===== src/rtl/program_sequencer_pkg.sv =====
// Shared sequencer/decoder definitions: fetch-address width,
// reset vector, sequencer state and the decoder's instruction word.
package defs;

  localparam int PM_ADDR_W = 8;

  localparam logic [PM_ADDR_W-1:0] RESET_VECTOR = 8'h00;

  typedef enum logic {
    RUN   = 1'b0,
    FAULT = 1'b1
  } seq_state_t;

  typedef logic [7:0] instruction_t;

  function automatic logic [PM_ADDR_W-1:0] jmp_target(
    input logic [3:0] nib
  );
    return {nib, 4'h0};
  endfunction

endpackage


===== src/rtl/program_sequencer_return_stack.sv =====
// return_stack: parameterised LIFO of return addresses.
// Ports: clk, reset (async high), push, pop, din -> top, full, empty.
module return_stack
  import defs::*;
#(
  parameter int DEPTH = 4,
  parameter int W     = PM_ADDR_W
) (
  input  logic         clk,
  input  logic         reset,
  input  logic         push,
  input  logic         pop,
  input  logic [W-1:0] din,
  output logic [W-1:0] top,
  output logic         full,
  output logic         empty
);

  localparam int SPW = $clog2(DEPTH + 1);
  localparam int AW  = $clog2(DEPTH);

  logic [SPW-1:0] sp_q, sp_d;
  logic [W-1:0]   mem_q [DEPTH];
  logic [W-1:0]   mem_d [DEPTH];
  logic [AW-1:0]  wr_idx;
  logic [AW-1:0]  rd_idx;
  logic [SPW-1:0] sp_dec;

  assign full   = (sp_q == SPW'(DEPTH));
  assign empty  = (sp_q == '0);
  assign sp_dec = sp_q - SPW'(1);
  // sp < DEPTH on a push and sp > 0 on a pop, so both
  // indices fit in AW bits whenever they are used.
  assign wr_idx = sp_q[AW-1:0];
  assign rd_idx = sp_dec[AW-1:0];
  assign top    = empty ? '0 : mem_q[rd_idx];

  always_comb begin
    mem_d = mem_q;
    sp_d  = sp_q;
    if (push && !full) begin
      mem_d[wr_idx] = din;
      sp_d          = sp_q + SPW'(1);
    end else if (pop && !empty) begin
      sp_d = sp_dec;
    end
  end

  always_ff @(posedge clk or posedge reset) begin
    if (reset) begin
      sp_q <= '0;
      for (int i = 0; i < DEPTH; i++) begin
        mem_q[i] <= '0;
      end
    end else begin
      sp_q  <= sp_d;
      mem_q <= mem_d;
    end
  end

endmodule


===== src/rtl/program_sequencer.sv =====
// program_sequencer: PC register, next-fetch mux, call/ret stack, fault FSM.
// In: clk, reset, jmp, jmp_nz, jmp_addr, dont_jmp, call, ret, hold.
// Out: pm_addr (comb), pc, stack_fault, from_PS (tied 0).
module program_sequencer
  import defs::*;
#(
  parameter int STACK_DEPTH = 4
) (
  input  logic                 clk,
  input  logic                 reset,
  input  logic                 jmp,
  input  logic                 jmp_nz,
  input  logic [3:0]           jmp_addr,
  input  logic                 dont_jmp,
  input  logic                 call,
  input  logic                 ret,
  input  logic                 hold,
  output logic [PM_ADDR_W-1:0] pm_addr,
  output logic [PM_ADDR_W-1:0] pc,
  output logic                 stack_fault,
  output logic [7:0]           from_PS
);

  logic [PM_ADDR_W-1:0] pc_q;
  logic [PM_ADDR_W-1:0] pc_inc;
  logic [PM_ADDR_W-1:0] target;
  logic [PM_ADDR_W-1:0] next_addr;
  logic [PM_ADDR_W-1:0] stk_top;
  seq_state_t           state_q, state_d;
  logic                 push, pop;
  logic                 stk_full, stk_empty;

  assign pc_inc = pc_q + PM_ADDR_W'(1);
  assign target = jmp_target(jmp_addr);

  always_comb begin
    state_d   = state_q;
    push      = 1'b0;
    pop       = 1'b0;
    next_addr = pc_inc;
    if (state_q == FAULT) begin
      next_addr = pc_q;
    end else if (hold) begin
      next_addr = pc_q;
    end else if (ret) begin
      if (stk_empty) begin
        state_d   = FAULT;
        next_addr = pc_q;
      end else begin
        pop       = 1'b1;
        next_addr = stk_top;
      end
    end else if (call) begin
      if (stk_full) begin
        state_d   = FAULT;
        next_addr = pc_q;
      end else begin
        push      = 1'b1;
        next_addr = target;
      end
    end else if (jmp) begin
      next_addr = target;
    end else if (jmp_nz && !dont_jmp) begin
      next_addr = target;
    end
  end

  // Reset overrides the fetch address combinationally.
  assign pm_addr = reset ? RESET_VECTOR : next_addr;

  return_stack #(
    .DEPTH (STACK_DEPTH),
    .W     (PM_ADDR_W)
  ) u_stack (
    .clk   (clk),
    .reset (reset),
    .push  (push),
    .pop   (pop),
    .din   (pc_inc),
    .top   (stk_top),
    .full  (stk_full),
    .empty (stk_empty)
  );

  always_ff @(posedge clk or posedge reset) begin
    if (reset) begin
      pc_q    <= RESET_VECTOR;
      state_q <= RUN;
    end else begin
      pc_q    <= next_addr;
      state_q <= state_d;
    end
  end

  assign pc          = pc_q;
  assign stack_fault = (state_q == FAULT);
  assign from_PS     = 8'h00;

endmodule

===== config.mk =====
export PLATFORM = sky130hd
export DESIGN_NAME = program_sequencer
export DESIGN_NICKNAME = d
export VERILOG_FILES = /design/src/rtl/program_sequencer_pkg.sv /design/src/rtl/program_sequencer_return_stack.sv /design/src/rtl/program_sequencer.sv
export SDC_FILE = /design/constraint.sdc
export NUM_CORES = 1
export LEC_CHECK = 0
export CORE_MARGIN = 2
export CORE_UTILIZATION = 48
export CTS_BUF_LIST = sky130_fd_sc_hd__clkbuf_4 sky130_fd_sc_hd__clkbuf_8 sky130_fd_sc_hd__clkbuf_16
export CTS_CLUSTER_DIAMETER = 120
export DETAILED_ROUTE_END_ITERATION = 8
export PLACE_DENSITY_LB_ADDON = 0.25
export SKIP_CTS_REPAIR_TIMING = 1
export SYNTH_ARGS = -nofsm -noshare
export SYNTH_HDL_FRONTEND = slang
export SYNTH_HIERARCHICAL = 1
export SYNTH_SLANG_ARGS = --single-unit

===== constraint.sdc =====
create_clock -name clk -period 2.76 [get_ports clk]
set_input_delay 0.552 -clock clk [delete_from_list [all_inputs] [get_ports clk]]
set_output_delay 0.552 -clock clk [all_outputs]
set_load 0.02 [all_outputs]

; ---- After elaboration in Yosys (flattened, before gate mapping)
; Cells that the tools add are included.
[op_classes]
n_mul = 0
shifts = 0
n_div = 0
mux = 32
n_eq_ne = 1
bitwise = 2
n_lt_le_gt_ge = 3
reduce_logical = 9
add_sub_neg = 3
[ops]
columns = cell, n
row1 = $mux W8, 12
row2 = $bwmux W32, 1
row3 = $bmux W8 S2, 1
row4 = $demux W8 S2, 1
row5 = $mux W1, 15
row6 = $add A8 B1 Y8 const B, 1
row7 = $ge A3 B3 Y1 const B, 2
row8 = $mux W3, 2
row9 = $not A2 Y3, 2
row10 = $logic_and A1 B1 Y1, 4
row11 = $add A3 B1 Y3 const B, 1
row12 = $eq A3 B3 Y1 const B, 1
row13 = $logic_not A1 Y1, 3
row14 = $logic_not A3 Y1, 1
row15 = $lt A3 B1 Y1 const B, 1
row16 = $sub A3 B1 Y3 const B, 1
row17 = $reduce_bool A2 Y1, 1
[totals]
latch_bits = 0
reg_bits = 44
word_cells = 57
ram_bits = 0
n_memories = 0
romBits = 0
input_bits = 12

; ---- Logic depth before layout (Yosys ltp)
[logic_depth]
depth_word = 10
depth_mapped = 10

; ---- Hierarchy
; The synthesis kept the hierarchy.
[modules_own_cells]
columns = mod, cells_each, instances, area_per_inst_um2
row1 = return_stack, 120, 1, 1745.4
row2 = program_sequencer, 130, 1, 1092.3

; ---- Worst setup path after synthesis
; No wires, ideal clock.
[synth_timing]
path_type = register -> output
from = register u_stack.sp_q[0]
to = output port pm_addr[4]
t_arrival_ns = 2.585
setup_slack_ns = -0.377
required_time_ns = 2.208
path_buffers = 2
stages_incl_launch_ff = 10
cell_sequence = dfrtp_1 -> buf_2 -> inv_1 -> ha_1 -> buf_2 -> mux4_2 -> and2_1 -> mux2_2 -> a2111oi_2 -> a211oi_1
[synth_via]
elab_chain_cells = 10
word_cells_on_any_way = 14
[synth_rtl]
columns = element, line_no
row1 = start: declaration, program_sequencer_return_stack.sv:22  ; logic [SPW-1:0] sp_q, sp_d;
row2 = start signal: assignment, program_sequencer_return_stack.sv:56  ; sp_q <= sp_d;
row3 = $sub A3 B1 Y3, program_sequencer_return_stack.sv:31  ; assign sp_dec = sp_q - SPW'(1);
row4 = $not A2 Y3 (not written as such), program_sequencer_return_stack.sv:36  ; assign top = empty ? '0 : mem_q[rd_idx];
row5 = $bmux W8 S2, program_sequencer_return_stack.sv:36
row6 = $mux W8 (not written as such) (2 in a row), program_sequencer_return_stack.sv:36
row7 = named net stk_top[4], program_sequencer.sv:28  ; logic [PM_ADDR_W-1:0] stk_top;
row8 = $mux W8, program_sequencer.sv:46  ; if (stk_empty) begin
row9 = $mux W8, program_sequencer.sv:45  ; end else if (ret) begin
row10 = $mux W8, program_sequencer.sv:43  ; end else if (hold) begin
row11 = $mux W8, program_sequencer.sv:41  ; if (state_q == FAULT) begin
row12 = $mux W8, program_sequencer.sv:69  ; assign pm_addr = reset ? RESET_VECTOR : next_addr;
row13 = end: declaration, program_sequencer.sv:18  ; output logic [PM_ADDR_W-1:0] pm_addr,
; The timed path passes the listed nets, and every way through them passes these cells. The select of a mux whose other input is x is not followed.

; ---- Worst setup path after layout
[layout_timing]
from = register u_stack.sp_q[0]
to = output port pm_addr[5]
; Same word-level chain as after synthesis.

==> results.toml <==
[floorplanning]
initial_utilization = 0.4880
rows = 28
die_w_um = 80.89
ios = 37
dieArea_mm2 = 0.006543
dieHeight_um = 80.89
coreArea_mm2 = 0.005816

[critical_path]
end_kind = "primary output"
slowest_delay_ns = 0.51
cp-start-kind = "register"
cp_max_fo = 6
criticalPathCategory = "reg2out"
crit_buf_inv = 2
critPathArrivalTime_ns = 2.51
cpLargestDelayFamily = "multiplexers"
cpMaxStageDelayCell = "mux4_2"
cp_cell_sequence = "inv_2 -> ha_4 -> mux4_2 -> and2_4 -> mux2i_2 -> nor2_2 -> a221oi_2 -> o32ai_2 -> buf_4"
cp_data_required_time_ns = 2.21

[pwr]
ir_worst_vdd_v = 0.0005413
p_seq_frac = 0.305
clkPwrFrac = 0.117
power.switching_mw = 1.404
p_leak_nw = 1.734
p_int_mw = 2.193
pwr-share-comb = 0.578
p_sw_frac = 0.3904
p_per_area_mw_per_mm2 = 947.9

[final_layout]
drive_gt1_frac = 0.4851
area_delta_synth_final_pct = 33.73
multi_input_area_mm2 = 0.001753
fin_area_mm2 = 0.003795
num_antenna_cells = 0
nFillCells = 453
final_common_cell = "buf_4"
final_cell_mix = "buf_4, dfrtp_1, mux2_2"
utilization = 0.6525
regArea_mm2 = 0.001101
layout.nets = 354

[clock_network]
htree_num_levels = 2
cts-root-buf = "clkbuf_8"
cts_buffer_depth = 2
clock_latency_ns = 0.30
cts_buffers = 5
cts_sinks = 44
clk_pin_slew_worst_paths_ns = 0.09
cts_tree = "done"

[timing]
worst_pin_slew_ns = 0.5439
relSlewSlack = 0.6361
hold_viol = 0
period_share = 1.108
setup_viol = 6
worst_slack_ns = -0.2975
skew_ns = 0.006235
slew_violations = 0
rsz0062_at_grt = "true"
timing.hold.ws_ns = 0.5049
final.setup.tns_ns = -0.9320
finalCriticalPeriod_ns = 3.058
fmax_mhz = 327.1

[routing]
drc = 0
detail_route.vias_per_cell = 5.504
drt_iter0_drc = 125
detail-route-antenna-nets = 0
wl_per_cell_um = 17.00
dr.pass1.iters = 4
vias = 2262
wl_mm = 6.986

[synthesis]
synthSimpleGateAreaFrac = 0.1570
synth_top_family_by_area = "multiplexers"
synth_seq_area_share = 0.3880
synth.avg_cell_area_um2 = 11.35
synthCells = 250
synth_adder_area_share = 0.03086
synth_compound_area_frac = 0.1371
synth_flop_cell = "dfrtp_1"
synth_seq_cells = 44
muxShareOfSynthArea = 0.2121
synth_cell_types = 61
async_flop_share = 1.000
synth_edf_count = 0
yosys.area_share.xor_xnor = 0.02160
yosysWarnings = 6
synth_area_mm2 = 0.002838

[global_routing]
grt_pass1_wl_mm = 10.85
grt_start_max_net_pins = 36
grt.total_usage = 0.2203
grt_pass1_vias = 2251
antenna_found_initial = 0
grt_overflow = 0

[outcome]
status = "complete, but fails checks"
violations = "setup timing"

[placement]
placed_area_mm2 = 0.003593
place.port_buffers = 28
hpwl_mm = 5.231
dp_slack_ns = -0.4345
gp_congestion = 0.8991

[run]
maxCapViolCount = 0

[worst_hold_path]
hp-class = "reg2reg"
cells in the mapped netlist (4+ instances only):
cell type / n / share of area
a21oi_1: 5 / 0.0088
a221oi_2: 4 / 0.021
and2_1: 10 / 0.022
buf_2: 7 / 0.012
buf_4: 8 / 0.021
dfrtp_1: 44 / 0.39
ha_1: 7 / 0.031
inv_1: 6 / 0.0079
mux2_2: 32 / 0.13
mux2i_1: 5 / 0.018
mux4_2: 8 / 0.063
nand2_1: 7 / 0.0093
nand2_2: 4 / 0.0088
nor2_1: 18 / 0.024
nor3_1: 7 / 0.012
o21ai_0: 7 / 0.012
xor2_1: 4 / 0.012
sequential cells by signal (all words and copies together), names as in the netlist:
register and flops:
u_stack/mem_q 32, pc 8, u_stack/sp_q 3, stack_fault 1
layer usage:
layer,up-vias,track usage,routed length (µm)
li1,1077,-,-
met1,1121,0.2855,3016
met2,56,0.3727,3563
met3,8,0.04444,303
met4,0,0.06610,103
met5,-,0,0
power groups by stage:
stage | Clock (mW) | Combinational [mW] | Sequential [mW]
after floorplan | 0 | 1.19 | 1.11
after detailed placement | 0 | 1.97 | 1.11
after global placement | 0 | 1.95 | 1.09
after global routing | 0.463 | 2.25 | 1.13
final | 0.420 | 2.08 | 1.10
after CTS | 0.433 | 1.98 | 1.09
metrics by stage:
| stage | instances | total power, mW |
|---|---|---|
| final | 411 | 3.597 |
| after global routing | 411 | 3.841 |
| after CTS | 408 | 3.504 |
| after detailed placement | 400 | 3.079 |
| after global placement | 400 | 3.036 |
| after floorplan | 257 | 2.300 |
final cells by class:
cell class,instances,share of cell area
multi-input cells,188,0.4619
flip-flops and latches,44,0.2901
repair buffers,90,0.1929
well taps,75,0.02473
clock buffers,6,0.02011
inverters,6,0.005935
clock inverters,2,0.004286
logic make-up after synthesis:
kind of cell,after synthesis
AOI/OAI and AO/OA,44
DFF,44
muxes,46
and+or+nand+nor,76
adders and majority gates,7
buffers and inverters,25
other,1
xor gates and xnor gates,7
final timing paths:
path	startpoint	end	slack, ns	cells past startpoint
setup reg to reg	u_stack/sp_q[0]$_DFFE_PP0P_	u_stack/mem_q[9]$_DFFE_PP0P_	0.32	10
hold reg to reg	u_stack/mem_q[9]$_DFFE_PP0P_	u_stack/mem_q[9]$_DFFE_PP0P_	0.50	1
setup / recovery	u_stack/sp_q[0]$_DFFE_PP0P_	pm_addr[5]	-0.30	9
max in group asynchronous	reset	u_stack/mem_q[13]$_DFFE_PP0P_	1.54	4
min in group asynchronous	reset	pc[5]$_DFF_PP0_	0.80	4
hold / removal	u_stack/mem_q[9]$_DFFE_PP0P_	u_stack/mem_q[9]$_DFFE_PP0P_	0.50	1
Power figures use the tool's default switching activity.
